$ cat config.mk
export PLATFORM = sky130hd
export DESIGN_NAME = dmac_mc_locked
export DESIGN_NICKNAME = d
export VERILOG_FILES = /design/src/rtl/dmac_pkg.sv /design/src/rtl/dmac_rr_arbiter.sv /design/src/rtl/dmac_mc_locked.sv
export SDC_FILE = /design/constraint.sdc
export NUM_CORES = 1
export LEC_CHECK = 0
export BUFFER_PORTS_ARGS = -buffer_cell sky130_fd_sc_hd__buf_4
export CAP_MARGIN = 0
export CORE_MARGIN = 2
export CORE_UTILIZATION = 45
export DETAILED_ROUTE_END_ITERATION = 10
export GPL_TIMING_DRIVEN = 0
export PLACE_DENSITY = 0.77
export SYNTH_ARGS = -nofsm -noshare
export SYNTH_HDL_FRONTEND = slang
export SYNTH_SLANG_ARGS = --single-unit
$ cat constraint.sdc
create_clock -name clk -period 5.75 [get_ports clk]
set_input_delay 1.15 -clock clk [delete_from_list [all_inputs] [get_ports clk]]
set_output_delay 1.15 -clock clk [all_outputs]
set_load 0.01 [all_outputs]
$ cat src/rtl/dmac_pkg.sv
// rtl/dmac_pkg.sv - shared state encoding, width helper and ch_len slice extraction for the locked DMA controller
package dmac_pkg;

  typedef enum logic [2:0] {
    S_IDLE    = 3'd0,
    S_ARB     = 3'd1,
    S_REQ_BUS = 3'd2,
    S_READ    = 3'd3,
    S_READ_D  = 3'd4,
    S_WRITE   = 3'd5,
    S_NEXT    = 3'd6,
    S_DONE    = 3'd7
  } dmac_state_t;

  function automatic int clog2_min1(input int n);
    int r;
    r = $clog2(n);
    return (r < 1) ? 1 : r;
  endfunction

  localparam int DEF_NCH   = 4;
  localparam int CH_W      = clog2_min1(DEF_NCH);
  localparam int LEN_BUS_W = 256;

  // Callers zero-extend the packed ch_len bus to LEN_BUS_W so one function serves every NCH/CNT_W.
  function automatic logic [31:0] len_slice(input logic [LEN_BUS_W-1:0] bus, input int i, input int w);
    logic [LEN_BUS_W-1:0] sh;
    logic [31:0]          m;
    sh = bus >> (i * w);
    m  = (w >= 32) ? 32'hFFFF_FFFF : ((32'd1 << w) - 32'd1);
    return sh[31:0] & m;
  endfunction

endpackage

$ cat src/rtl/dmac_rr_arbiter.sv
// rtl/dmac_rr_arbiter.sv - combinational round-robin pick of the first requester after the pointer
module dmac_rr_arbiter
  import dmac_pkg::*;
#(
  parameter int NCH = 4
) (
  input  logic [NCH-1:0]               req,
  input  logic [clog2_min1(NCH)-1:0]   ptr,
  output logic [clog2_min1(NCH)-1:0]   grant,
  output logic                         any_req
);

  localparam int W = clog2_min1(NCH);

  logic         found;
  logic [W-1:0] idx;

  always_comb begin
    grant   = '0;
    any_req = |req;
    found   = 1'b0;
    idx     = '0;
    for (int k = 1; k <= NCH; k++) begin
      idx = W'((int'(ptr) + k) % NCH);
      if (!found && req[idx]) begin
        grant = idx;
        found = 1'b1;
      end
    end
  end

endmodule

$ cat src/rtl/dmac_mc_locked.sv
// rtl/dmac_mc_locked.sv - key-locked multi-channel DMA controller FSM, falling-edge state, Moore outputs
module dmac_mc_locked
  import dmac_pkg::*;
#(
  parameter int               NCH         = 4,
  parameter int               CNT_W       = 8,
  parameter int               KEY_W       = 8,
  parameter logic [KEY_W-1:0] KEY_VALUE   = 8'hA5,
  parameter int               DECOY_LIMIT = 4
) (
  input  logic                       clk,
  input  logic                       rst,
  input  logic [NCH-1:0]             ch_req,
  input  logic [NCH*CNT_W-1:0]       ch_len,
  input  logic                       bus_gnt,
  input  logic                       xfer_ack,
  input  logic [KEY_W-1:0]           key,
  output logic                       bus_req,
  output logic                       rd_stb,
  output logic                       wr_stb,
  output logic [clog2_min1(NCH)-1:0] ch_sel,
  output logic [NCH-1:0]             ch_done,
  output logic                       busy,
  output logic                       err
);

  localparam int SEL_W = clog2_min1(NCH);

  dmac_state_t        state, state_nx;
  logic [SEL_W-1:0]   rr_ptr, sel_q, grant;
  logic [CNT_W-1:0]   cnt, len_sel;
  logic [7:0]         decoy_cnt;
  logic               key_ok, err_q, any_req, decoy_hit;

  dmac_rr_arbiter #(.NCH(NCH)) u_arb (
    .req     (ch_req),
    .ptr     (rr_ptr),
    .grant   (grant),
    .any_req (any_req)
  );

  assign len_sel   = CNT_W'(len_slice(LEN_BUS_W'(ch_len), int'(grant), CNT_W));
  assign decoy_hit = (decoy_cnt == 8'(DECOY_LIMIT));

  always_comb begin
    state_nx = state;
    case (state)
      S_IDLE:    if (|ch_req) state_nx = S_ARB;
      S_ARB: begin
        if (!any_req)            state_nx = S_IDLE;
        else if (len_sel == '0)  state_nx = S_DONE;
        else                     state_nx = S_REQ_BUS;
      end
      S_REQ_BUS: if (bus_gnt) state_nx = key_ok ? S_READ : S_READ_D;
      S_READ:    if (xfer_ack) state_nx = S_WRITE;
      // Once the decoy budget is spent the read phase is skipped without waiting for ack.
      S_READ_D:  if (decoy_hit || xfer_ack) state_nx = S_WRITE;
      S_WRITE:   if (xfer_ack) state_nx = S_NEXT;
      S_NEXT:    state_nx = (cnt == CNT_W'(1)) ? S_DONE : (key_ok ? S_READ : S_READ_D);
      S_DONE:    state_nx = S_IDLE;
      default:   state_nx = S_IDLE;
    endcase
  end

  always_ff @(negedge clk or posedge rst) begin
    if (rst) begin
      state     <= S_IDLE;
      rr_ptr    <= SEL_W'(NCH - 1);
      sel_q     <= '0;
      cnt       <= '0;
      decoy_cnt <= '0;
      key_ok    <= 1'b0;
      err_q     <= 1'b0;
    end else begin
      state <= state_nx;
      if (state == S_ARB && any_req) begin
        sel_q  <= grant;
        rr_ptr <= grant;
        cnt    <= len_sel;
        key_ok <= (key == KEY_VALUE);
      end
      if (state == S_READ_D && !decoy_hit && xfer_ack) decoy_cnt <= decoy_cnt + 8'd1;
      if (state == S_NEXT) cnt <= cnt - CNT_W'(1);
      if (xfer_ack && (state == S_IDLE || state == S_ARB || state == S_DONE)) err_q <= 1'b1;
    end
  end

  always_comb begin
    bus_req = 1'b0;
    rd_stb  = 1'b0;
    wr_stb  = 1'b0;
    ch_done = '0;
    case (state)
      S_REQ_BUS, S_NEXT: bus_req = 1'b1;
      S_READ: begin
        bus_req = 1'b1;
        rd_stb  = 1'b1;
      end
      S_READ_D: begin
        bus_req = 1'b1;
        rd_stb  = !decoy_hit;
      end
      S_WRITE: begin
        bus_req = 1'b1;
        wr_stb  = 1'b1;
      end
      S_DONE:  ch_done[sel_q] = 1'b1;
      default: ;
    endcase
  end

  assign busy   = (state != S_IDLE);
  assign ch_sel = sel_q;
  assign err    = err_q;

endmodule

After elaboration in Yosys (flattened, before gate mapping)
Index checks and enable logic that the tools add are counted.

Register bits: 25. Bits of input ports: 48. Output and inout bits: 11. Word-level logic and storage cells: 90.

$add $sub $neg: 6. Order comparisons: 6. Equal/unequal tests: 15. Shifts and indexed selects: 1. Mux-type cells: 33. Reductions and logical operators: 22.

Operators with widths (count): $shr A32 B5 Y8 (1); $mux W3 (9); $pmux W3 S8 (1); $mux W8 (2); $lt A2 B3 Y1 const B (5); $eq A3 B3 Y1 const B (4); $mux W1 (10); $ne A2 B2 Y1 const B (5); $add A8 B1 Y8 const B (1); $bmux W1 S2 (4); $eq A8 B1 Y1 const B (1); $eq A8 B3 Y1 const B (1); $eq A8 B8 Y1 const B (1); $logic_and A1 B1 Y1 (8); $logic_not A8 Y1 (1); $mux W2 (4); $sub A8 B1 Y8 const B (1); $eq A3 B2 Y1 const B (2); $reduce_and A5 Y1 (1); $reduce_or A5 Y1 (1); $add A2 B1 Y2 const B (2); $add A2 B2 Y2 const B (2); $logic_not A1 Y1 (4); $mux W4 (1); 9 further kinds (11).

Longest topological paths before layout
Word-level depth: 18. Mapped depth: 10. Depth with buffers taken out: 9.

By module
Synthesis repeated with hierarchy kept, for this count alone.

Cells, all modules: 190. Area, all modules: 1767.9 um^2.

By module, submodules not included: dmac_mc_locked (instances 1, cells each 176, area an instance 1686.6 um^2, sequential area each 628.1 um^2); dmac_rr_arbiter (instances 1, cells each 14, area an instance 81.3 um^2, sequential area each 0.0 um^2).

==> impl_metrics.tcl <==
set metrics [dict create \
    outcome "completed" \
    clk_latency_ps 340 \
    setup_repair_after_global_routing_missed_its_margin "false" \
    cts.path.max_buffers 2 \
    relSlewSlack 0.382 \
    detailed_placement_wirelength_estimate_mm 3.73 \
    die_h_um 68.7 \
    design.die.area_sq_um 4720 \
    detail_route.first_pass.iterations 4 \
    criticalPathCategory "reg2out" \
    syn_inst 239 \
    rr_startpoint "state[0]" \
    cts_inserted_buffers 3 \
    synthMostInstantiatedCell "nand2_1" \
    synth.net_count 291 \
    seq_power_share 0.333 \
    slowest_delay_ps 450 \
    synth_largest_area_cell "dfrtn_1" \
    placementRows 23 \
    critical_path_arrival_ps 4480 \
    design_power_total_uw 1030 \
    rrSetupSlack_ps 3340 \
    routed_via_density 5.53 \
    yosysWarningCount 0 \
    total_negative_slack_ps 0 \
    drt_iter0_markers 173 \
    met3_usage 0.0292 \
    worst-path-max-fanout 4 \
    cts_sinks 25 \
    globalRoute.busiestLayer "met2" \
    layout-drive-gt1-share 0.275 \
    postLayoutCoreUtil 0.616 \
    grt_pass1_wl_mm 7.82 \
    via_count 1945 \
    critical_path_buf_inv_count 2 \
    fin_area_sq_um 2480 \
    cp-start-kind "flop" \
    ys_top_cells_by_area "dfrtn_1 (31%), nand2_1 (7.6%), nand3_1 (7.2%)" \
    grt_max_degree 26 \
    grt_pass1_vias 1765 \
    pwr-share-clk 0.137 \
    min-delay-path-class "reg2reg" \
    avgRoutedWirePerCell_um 13.5 \
    syn_avg_cell_area_sq_um 7.89 \
    power_leakage_uw 0.00115 \
    worst_setup_path_end_kind "primary output" \
    wire_length_reported_by_the_detailed_router_mm 4.74 \
    final.setup_skew_ps 59.3 \
    met1_usage 0.290 \
    global_route.usage.met2 0.370 \
    ioPinCount 59 \
    max_slew.worst_pin.slew_ps 927 \
    timing.rr.end "cnt[7]" \
    flow.area_growth_from_synthesis_pct 31.7 \
    core_area_sq_um 4030 \
    switching_power_uw 450 \
    master_cell_of_the_clock_root_buffer "clkbuf_8" \
    synth-edff-count 0 \
    asyncSetResetFlopFracSynth 1.00 \
    cp_num_cells 6 \
    min_from "err" \
    netlist.area_leader.share 0.305 \
    postRouteAntennaNets 0 \
    cellInternalPower_uw 581 \
    worst_ep_required_time_ps 4600 \
    antenna_found_initial 0 \
    synthTopCellsByCount "nand2_1 (38), nand3_1 (27), dfrtn_1 (23)" \
    cts.reportedPaths.clkPinSlew_ps 60 \
    setup_viol_count_final 0 \
    maxSlewViolCount 0 \
    grtUsageTotal 0.218 \
    crit_chain "inv_1 -> ha_1 -> nor4bb_4 -> a211oi_2 -> nand2b_1 -> buf_4" \
    hold_viol 0 \
    drc_errors 0 \
    num_antenna_cells 0 \
    hold-path-cell-count 1 \
    comb_power_share 0.529 \
    seq_area_frac_synth 0.333 \
    critical_path_s_top_delay_family "flip-flops" \
    nets 355 \
    globalplace.congestion 0.843 \
    p_per_area_nw_per_um2 415 \
    synth.distinct_cells 54 \
    netSwitchingFraction 0.437 \
    synth.ff_latch_count 25 \
    post_synth_instance_area_sq_um 1890 \
    ctsHtreeMaxLevel 1 \
    rr_worst_depth 7 \
    cts_hold_buffers 0 \
    placed_cell_area_sq_um 2380 \
    max_cap_violations 0 \
    grt.overflow.total 0 \
    placement.io_buffers 58 \
    floorplan.initialDensity 0.468 \
    worst_path_max_delay_cell "dfrtn_1" \
    min_to "err" \
    vdd_drop_max_mv 0.168 \
    tritoncts_clock_tree "done" \
    die_x_um 68.7 \
    yosys_most_used_dff "dfrtn_1" \
]
[through the flow]
stage	hold WS [ps]	std cells	setup slack, ps
after detailed placement	419	347	-261
final	415	352	120
after global routing	435	352	14.1
after global placement	412	347	-236
after floorplan	399	239	51.0
after CTS	423	352	14.9
[what timing repair did]
item / in CTS / in global routing
buffers inserted: 0 / 2
pin swaps: 0 / 2
gates resized for setup: 1 / 4
setup endpoints to repair: 1 / 7
[worst max path at each step]
| stage | to | startpoint |
|---|---|---|
| 6_report | rd_stb | decoy_cnt[0] |
| 5_1_grt | rd_stb | decoy_cnt[0] |
| 4_1_cts | ch_done[0] | state[0] |
| 3_5_place_dp | state[2] | ch_req[2] |
| 3_3_place_gp | state[0] | ch_req[2] |
| 2_1_floorplan | state[0] | ch_req[2] |
[cell type report]
cell class	count	area (sq um)
fill	366	1550
clock inverter	2	7.51
timing repair buffer	60	450
inverter	13	48.8
multi-input combinational	190	1180
sequential	25	628
buffer	8	37.5
tap	50	62.6
clock buffer	4	66.3
[registers in the layout, summed over array words and instances (netlist names)]
name and count:
ch_sel 2, rr_ptr 2, cnt 8, key_ok 1
state 3, decoy_cnt 8, err 1
[layer usage]
layer  wire length, um  vias to the layer above
li1                  -                      989
met1              2150                      891
met2              2320                       60
met3               217                        5
met4                45                        0
met5                 0                        -
[cells by family (layout without fill, tap and decap cells)]
kind of cell,count (synthesis),after routing,synth area share
muxes,4,4,0.0285
DFF,25,25,0.333
buffers and inverters,24,87,0.0511
adders and majority gates,4,4,0.0265
AOI/OAI and AO/OA,56,56,0.207
and+or+nand+nor,119,119,0.321
xor gates and xnor gates,7,7,0.0325
[worst register-to-register path, stage by stage, from the launching register on]
cell and delay (ps):
dfrtn_1 490, inv_2 200, nand3_1 200, or4_1 490
or3_1 360, or3_1 330, nand3_1 90, o211ai_1 100
[cells in the final DEF (no fill, tap or decap), types with 2 or more instances in the layout]
cell      netlist  final
dfrtn_1        23     23
nand2b_1        4      4
xnor2_1         5      5
a31oi_1         3      3
a211oi_1        9      8
nand2_1        38     38
nor4bb_1        3      2
buf_4           1     61
and3_1          3      3
o311ai_0        2      2
nand3_1        27     27
o211ai_1        7      7
or3_1           5      5
clkbuf_8        0      3
xor2_1          2      2
nand4_1         2      2
ha_1            4      4
inv_1          13     14
a21oi_1         8      8
o21ai_0        12     12
nor2_1         21     21
clkbuf_1        7      4
nor3_1          3      3
dfstp_2         2      2
mux2i_1         2      2
buf_2           2      2
or4_1           3      3
[power by group through the flow]
stage | clock [uW] | sequential [uW] | combinational (uW)
final | 142 | 344 | 546
after global routing | 155 | 361 | 621
after CTS | 143 | 325 | 552
after detailed placement | 3.27 | 327 | 548
after global placement | 3.27 | 324 | 539
after floorplan | 3.27 | 312 | 399
Power figures use the tool's default switching activity.
